===== config.mk =====
export PLATFORM = sky130hd
export DESIGN_NAME = imm_rotate_encoder_flat
export DESIGN_NICKNAME = d
export VERILOG_FILES = /design/src/rtl/imm_rotate_encoder_if.sv /design/src/rtl/imm_rotate_encoder.sv /design/src/flat_wrapper.sv
export SDC_FILE = /design/constraint.sdc
export NUM_CORES = 1
export LEC_CHECK = 0
export BUFFER_PORTS_ARGS = -buffer_cell sky130_fd_sc_hd__buf_2
export CORE_MARGIN = 3
export CORE_UTILIZATION = 35
export DETAILED_ROUTE_END_ITERATION = 8
export GPL_TIMING_DRIVEN = 0
export SYNTH_ARGS = -nofsm -noshare
export SYNTH_HDL_FRONTEND = slang
export SYNTH_SLANG_ARGS = --single-unit

===== constraint.sdc =====
create_clock -name clk -period 9.7 [get_ports clk]
set_input_delay 0.97 -clock clk [delete_from_list [all_inputs] [get_ports clk]]
set_output_delay 0.97 -clock clk [all_outputs]
set_load 0.02 [all_outputs]

===== src/rtl/imm_rotate_encoder_if.sv =====
// Request/result bundle for the rotated-immediate encoder.
// Latency: none, wires only.
// Backpressure: none; start is only honoured by the encoder while it is idle.
interface imm_rotate_encoder_if #(
   parameter int IMM_W  = 8,
   parameter int ROT_W  = 4,
   parameter int DATA_W = 32
);
   logic                    start;
   logic [DATA_W-1:0]       value;
   logic                    busy;
   logic                    done;
   logic                    valid;
   logic [IMM_W-1:0]        imm8;
   logic [ROT_W-1:0]        rot4;
   logic [ROT_W+IMM_W-1:0]  encoded;

   // Requester side: drives the constant and start, observes the result.
   modport master (
      output start, value,
      input  busy, done, valid, imm8, rot4, encoded
   );

   // Encoder side.
   modport slave (
      input  start, value,
      output busy, done, valid, imm8, rot4, encoded
   );
endinterface


===== src/rtl/imm_rotate_encoder.sv =====
// Finds the smallest rot4 with value == imm8 ROR (2*rot4), one rotation tried per clock.
// Latency: done after edge r+1 for a hit at rotation r, after edge 16 when not encodable.
// Backpressure: start is ignored while busy; done is a one-cycle pulse, a start in that cycle is accepted.
module imm_rotate_encoder #(
   parameter int IMM_W  = 8,
   parameter int ROT_W  = 4,
   parameter int DATA_W = 32
) (
   input logic                 clk,
   input logic                 reset_n,
   imm_rotate_encoder_if.slave bus
);

   typedef enum logic {IDLE = 1'b0, SEARCH = 1'b1} state_t;

   state_t             state, state_nxt;
   logic [ROT_W-1:0]   rcnt, rcnt_nxt;
   logic [DATA_W-1:0]  vreg, vreg_nxt;
   logic               done_q, done_nxt;
   logic               valid_q, valid_nxt;
   logic [IMM_W-1:0]   imm_q, imm_nxt;
   logic [ROT_W-1:0]   rot_q, rot_nxt;

   // Left-rotate by 2*rcnt; a right shift of DATA_W yields zero, covering rcnt == 0.
   logic [ROT_W:0]     lshamt;
   logic [ROT_W+1:0]   rshamt;
   logic [DATA_W-1:0]  cand;
   logic               hit;
   logic               last;

   assign lshamt = {rcnt, 1'b0};
   assign rshamt = (ROT_W + 2)'(DATA_W) - {1'b0, lshamt};
   assign cand   = (vreg << lshamt) | (vreg >> rshamt);
   assign hit    = (cand[DATA_W-1:IMM_W] == '0);
   assign last   = (rcnt == {ROT_W{1'b1}});

   // State and result registers; reset clears everything, including mid-search.
   always_ff @(posedge clk or negedge reset_n) begin
      if (!reset_n) begin
         state   <= IDLE;
         rcnt    <= '0;
         vreg    <= '0;
         done_q  <= 1'b0;
         valid_q <= 1'b0;
         imm_q   <= '0;
         rot_q   <= '0;
      end else begin
         state   <= state_nxt;
         rcnt    <= rcnt_nxt;
         vreg    <= vreg_nxt;
         done_q  <= done_nxt;
         valid_q <= valid_nxt;
         imm_q   <= imm_nxt;
         rot_q   <= rot_nxt;
      end
   end

   // Next-state logic: accept in IDLE, test one rotation per cycle in SEARCH.
   // The result fields only change on a done edge, so they survive a new accept.
   always_comb begin
      state_nxt = state;
      rcnt_nxt  = rcnt;
      vreg_nxt  = vreg;
      done_nxt  = 1'b0;
      valid_nxt = valid_q;
      imm_nxt   = imm_q;
      rot_nxt   = rot_q;
      case (state)
         IDLE: begin
            if (bus.start) begin
               vreg_nxt  = bus.value;
               rcnt_nxt  = '0;
               state_nxt = SEARCH;
            end
         end
         SEARCH: begin
            if (hit) begin
               imm_nxt   = cand[IMM_W-1:0];
               rot_nxt   = rcnt;
               valid_nxt = 1'b1;
               done_nxt  = 1'b1;
               state_nxt = IDLE;
            end else if (last) begin
               imm_nxt   = '0;
               rot_nxt   = '0;
               valid_nxt = 1'b0;
               done_nxt  = 1'b1;
               state_nxt = IDLE;
            end else begin
               rcnt_nxt  = rcnt + 1'b1;
            end
         end
      endcase
   end

   assign bus.busy    = (state == SEARCH);
   assign bus.done    = done_q;
   assign bus.valid   = valid_q;
   assign bus.imm8    = imm_q;
   assign bus.rot4    = rot_q;
   assign bus.encoded = {rot_q, imm_q};

endmodule


===== src/flat_wrapper.sv =====
// flat-port wrapper written by rule: the top's interface ports become plain ports
module imm_rotate_encoder_flat 
#(
   parameter int IMM_W  = 8,
   parameter int ROT_W  = 4,
   parameter int DATA_W = 32
)
  (clk, reset_n, bus_start, bus_value, bus_busy, bus_done, bus_valid, bus_imm8, bus_rot4, bus_encoded);
  imm_rotate_encoder_if #(.IMM_W(IMM_W), .ROT_W(ROT_W), .DATA_W(DATA_W)) bus_i ();
  input logic clk;
  input logic reset_n;
  input wire logic [$bits(bus_i.start)-1:0] bus_start;
  input wire logic [$bits(bus_i.value)-1:0] bus_value;
  output wire logic [$bits(bus_i.busy)-1:0] bus_busy;
  output wire logic [$bits(bus_i.done)-1:0] bus_done;
  output wire logic [$bits(bus_i.valid)-1:0] bus_valid;
  output wire logic [$bits(bus_i.imm8)-1:0] bus_imm8;
  output wire logic [$bits(bus_i.rot4)-1:0] bus_rot4;
  output wire logic [$bits(bus_i.encoded)-1:0] bus_encoded;
  assign bus_i.start = bus_start;
  assign bus_i.value = bus_value;
  assign bus_busy = bus_i.busy;
  assign bus_done = bus_i.done;
  assign bus_valid = bus_i.valid;
  assign bus_imm8 = bus_i.imm8;
  assign bus_rot4 = bus_i.rot4;
  assign bus_encoded = bus_i.encoded;
  imm_rotate_encoder #(.IMM_W(IMM_W), .ROT_W(ROT_W), .DATA_W(DATA_W)) u_core (.clk(clk), .reset_n(reset_n), .bus(bus_i));
endmodule

# ---- Yosys cells after proc, flatten, opt, wreduce, memory -nomap -nowiden
# Index checks and enable logic that the tools add are counted.
dict set report classes {
  add_sub_neg 2
  eq_ne 4
  shifts 2
  n_mux 17
  bitwise_logic 2
  reduce_logical 5
}
# cell count
set op_table {}
lappend op_table {{OR 32 bit} 1}
lappend op_table {{<< shifter 32 x 5 -> 32 bit} 1}
lappend op_table {{right shift 32 x 6 -> 32 bit} 1}
lappend op_table {{zero test 24 bit} 1}
lappend op_table {{two-way mux 4 bit} 5}
lappend op_table {{two-way mux 8 bit} 2}
lappend op_table {{two-way mux 1 bit} 8}
lappend op_table {{case mux 4 bit (2 select lines)} 1}
lappend op_table {{!= test 2 bit (second input constant)} 3}
lappend op_table {{subtractor 6 x 5 -> 6 bit (first input constant)} 1}
lappend op_table {{adder 4 x 1 -> 4 bit (second input constant)} 1}
lappend op_table {{equality test 4 bit (second input constant)} 1}
lappend op_table {{AND reduction 2 bit} 2}
lappend op_table {{AND reduction 3 bit} 1}
lappend op_table {{case mux 1 bit (2 select lines)} 1}
lappend op_table {{nonzero test 2 bit} 1}
lappend op_table {{inverter 1 bit} 1}
dict set report word_totals {
  regBits 51
  in_bits 35
  output_inout_bits 27
}

# ---- Depth between registers and ports, before layout
dict set report logic_depth {
  ltp_word 6
  depth_mapped 17
  ltp_nobuf 9
}

# ---- Worst setup path after synthesis
# OpenSTA, ideal clock, no wires.
dict set report synth_timing {
  path_type {register to register}
  start {register u_core.rcnt[0]}
  end {register u_core.rcnt[1]}
  arrival_time_ns 3.775
  required_ns 9.572
  path_slack_ns 5.797
  stages_incl_launch_ff 15
  path_buffers 5
  period_less_slack_ns 3.903
  cell_sequence {dfrtp_1 -> buf_6 -> buf_6 -> buf_4 -> inv_1 -> buf_1 -> ha_1 -> buf_6 -> or3_1 -> a31oi_1 -> nor4b_4 -> a32oi_1 -> o41a_1 -> o311ai_4 -> mux2_1}
}
dict set report synth_via {
  elab_chain_cells 6
  word_cells_on_any_way 13
  classes_between {add/sub (2); eq/ne (3); shift (2); mux (3); bitwise (1); reduce/logical (2)}
}
# item line_no
set synth_rtl {}
lappend synth_rtl {{start, declared} imm_rotate_encoder.sv:17} ;# logic [ROT_W-1:0] rcnt, rcnt_nxt;
lappend synth_rtl {{start signal, assigned} imm_rotate_encoder.sv:49} ;# rcnt <= rcnt_nxt;
lappend synth_rtl {{subtractor 6 x 5 -> 6 bit} imm_rotate_encoder.sv:32} ;# assign rshamt = (ROT_W + 2)'(DATA_W) - {1'b0, lshamt};
lappend synth_rtl {{right shift 32 x 6 -> 32 bit} imm_rotate_encoder.sv:33} ;# assign cand = (vreg << lshamt) | (vreg >> rshamt);
lappend synth_rtl {{OR 32 bit} imm_rotate_encoder.sv:33}
lappend synth_rtl {{zero test 24 bit} imm_rotate_encoder.sv:34} ;# assign hit = (cand[DATA_W-1:IMM_W] == '0);
lappend synth_rtl {{!= test 2 bit (no line)} -}
lappend synth_rtl {{AND reduction 3 bit (no line)} -}
# Parallel ways exist; a longest one is shown, timed or not. The select of a mux whose other input is x is not followed.
# A chain may end at the register's enable or synchronous reset.

# ---- Worst setup path in the final report
# Ends and elaborated chain as after synthesis.

==> results.toml <==
[finish]
antenna_cells = 0
fin_nets = 539
fill_cells = 1197
syn2layout_area_growth_pct = 14.9
drive_gt1_frac = 0.325

[timing]
worstMarginPinSlew_ns = 1.13
fin_crit_ns = 4.57
drv_slew = 0
setup_viol = 0
min_period_over_period = 0.471
tns_ns = 0
finalHoldViolCount = 0
max_slew_margin = 0.248
fin_worst_skew_ns = 0.00681
fmax_mhz = 219
rsz0062_at_grt = "no"

[setup_path]
worst-endpoint-arrival_ns = 4.75
start_kind = "register"
required_ns = 9.88
r2r_setup_slack_ns = 5.13
crit_start = "u_core.rcnt[0]$_DFFE_PN0P_"
endpoint = "u_core.rcnt[1]$_DFFE_PN0P_"
end_kind = "register"
r2r-end = "u_core.rcnt[1]$_DFFE_PN0P_"
ff2ff_path_depth = 14
r2r-start = "u_core.rcnt[0]$_DFFE_PN0P_"
worstSetupPathType = "register to register"
path_max_fanout = 10

[place]
gp_congestion = 0.991
portBuffers = 61
place_hpwl_mm = 9.44

[logic_synthesis]
syn_avg_cell_area_um2 = 9.92
synth_top_area_cell = "dfrtp_1"
synth.most_common_cell = "dfrtp_1"
seq_area_frac_synth = 0.297
netlist.area_leader.share = 0.297
synth_cell_types = 71
synth_top_family_by_area = "multiplexers"
yosysWarnings = 0
syn_inst = 434
synth-seq-cells = 51
synth_compound_area_frac = 0.197
muxShareOfSynthArea = 0.257
synth_commonest_cells = "dfrtp_1, mux2_2, nand2_1, mux2i_1, nor2_1"
yosys.area_share.simple = 0.154
ys_async_sr_fraction = 1.00
yosys_most_used_dff = "dfrtp_1"
synth_top_cells_by_area = "dfrtp_1, mux4_2, mux2_2"
synthXorXnorAreaFrac = 0.00407
netlist_area_mm2 = 0.00430
synth-adder-area-share = 0.00581
synth_edf_count = 0
syn_nets = 471

[clock_tree]
cts-root-buf = "clkbuf_16"
htree_num_levels = 2
cts_setup_buffers = 0
cts.repair.resized = 0
cts_max_path_buffers = 2
worst_skew_pair.late_latency_ns = 0.30
cts.clk_slew.worst_paths_ns = 0.06
numCtsBuffers = 5
cts-hold-fix-buffers = 0
numClockSinks = 51
cts_tree = "done"

[route]
first_pass_iters = 5
wl_per_cell_um = 19.3
drt_iter0_drc = 413
num_vias = 3894
drc = 0
totalWireLength_mm = 12.4
avgViaCountPerCell = 6.04
ant_nets = 0

[grt]
antenna_found_initial = 0
grt_max_degree = 52
grtUsageTotal = 0.192
grt_pass1_wl_mm = 20.6
overflow = 0
grt_pass1_vias = 3691

[outcome]
status = "completed"

[floorplan]
die_h_um = 117
start_util = 0.368
rows = 39
io_pins = 62
core-area_mm2 = 0.0117
die-area_mm2 = 0.0137
die_w_um = 117

[min_path]
hold_path_class = "register to register"

[flow_run]
drv_cap = 0
[critical path, stage by stage (launching register included)]
cell,delay (ns)
dfrtp_1,0.40
buf_6,0.15
buf_6,0.16
buf_4,0.19
inv_1,0.23
buf_1,0.47
ha_1,0.34
buf_6,0.15
or3_1,0.37
a31oi_1,0.18
nor4b_4,0.29
a32oi_1,0.25
o41a_1,0.58
o311ai_4,0.35
mux2_1,0.35
[worst min path at each step]
stage,startpoint,to,slack [ns],cells after the start
floorplan,u_core.vreg[4]$_DFFE_PN0P_,u_core.vreg[4]$_DFFE_PN0P_,0.55,1
global placement,u_core.bus.valid$_DFFE_PN0P_,u_core.bus.valid$_DFFE_PN0P_,0.49,2
detailed placement,u_core.bus.valid$_DFFE_PN0P_,u_core.bus.valid$_DFFE_PN0P_,0.51,2
CTS,u_core.bus.valid$_DFFE_PN0P_,u_core.bus.valid$_DFFE_PN0P_,0.52,2
global route,u_core.bus.imm8[5]$_DFFE_PN0P_,u_core.bus.imm8[5]$_DFFE_PN0P_,0.58,1
finish,u_core.bus.valid$_DFFE_PN0P_,u_core.bus.valid$_DFFE_PN0P_,0.51,2
[final cells by class]
class / instances / area [µm²] / share of cell area
Buffer: 55 / 330 / 0.0668
Clock buffer: 6 / 129 / 0.0260
Clock inverter: 1 / 30.0 / 0.00607
Inverter: 10 / 37.5 / 0.00759
Multi-Input combinational cell: 318 / 2660 / 0.538
Sequential cell: 51 / 1280 / 0.258
Tap cell: 143 / 179 / 0.0362
Timing Repair Buffer: 61 / 305 / 0.0617
[kinds of logic after synthesis]
| family | count (synthesis) |
|---|---|
| fa+ha+maj | 2 |
| compound gates | 108 |
| flops | 51 |
| xor+xnor | 2 |
| buf+inv | 65 |
| simple gates | 126 |
| mux | 80 |
[flip-flops by register name, summed over array words and instances (netlist names)]
signal,count
u_core.vreg,32
u_core.bus.imm8,8
u_core.bus.rot4,4
u_core.rcnt,4
u_core.bus.busy,1
u_core.bus.done,1
u_core.bus.valid,1
[layout by cell type, fill, tap and decap left out, types with 3 or more instances in the layout]
| cell type | Yosys | routed |
|---|---|---|
| mux2i_1 | 24 | 24 |
| nor2_1 | 23 | 23 |
| clkbuf_16 | 0 | 5 |
| inv_1 | 10 | 10 |
| a211oi_1 | 5 | 5 |
| o31a_1 | 3 | 3 |
| nor4_1 | 10 | 10 |
| a2111oi_1 | 3 | 3 |
| buf_1 | 8 | 8 |
| buf_6 | 7 | 7 |
| dfrtp_1 | 51 | 51 |
| clkbuf_1 | 15 | 16 |
| o211ai_1 | 5 | 5 |
| nand2_1 | 30 | 30 |
| o21a_1 | 3 | 3 |
| buf_4 | 16 | 16 |
| a221o_1 | 10 | 10 |
| o221ai_1 | 4 | 4 |
| a21oi_1 | 12 | 12 |
| mux4_2 | 21 | 21 |
| nor3_1 | 21 | 21 |
| a31oi_1 | 5 | 5 |
| or3_1 | 3 | 3 |
| buf_2 | 8 | 69 |
| mux2_2 | 33 | 33 |
| and2_1 | 10 | 10 |
| nor3b_1 | 4 | 4 |
| o21ai_0 | 21 | 21 |
| nand3_1 | 8 | 8 |
| o22ai_1 | 4 | 4 |
[layer usage]
metal  up-vias  global-route usage  share of wire
met5         -                   0              0
li1       1817                   -              -
met2       176               0.311           0.47
met1      1890               0.266           0.44
met3        11              0.0427          0.074
met4         0              0.0405          0.012
[stage by stage]
step                setup WS [ns]  area [µm²]  std cells  hold WS (ns)  utilization
floorplan                    5.80        4300        434         0.554            -
global placement             5.14        4790        638         0.494        0.409
detailed placement           5.18        4790        638         0.507        0.409
CTS                          5.13        4950        645         0.521        0.422
global route                 4.82        4950        645         0.580        0.422
finish                       5.13        4950        645         0.512        0.422
Power is left out: the tool's default activity adds up to more than one toggle a clock period on the data nets, which glitch-free logic cannot reach.
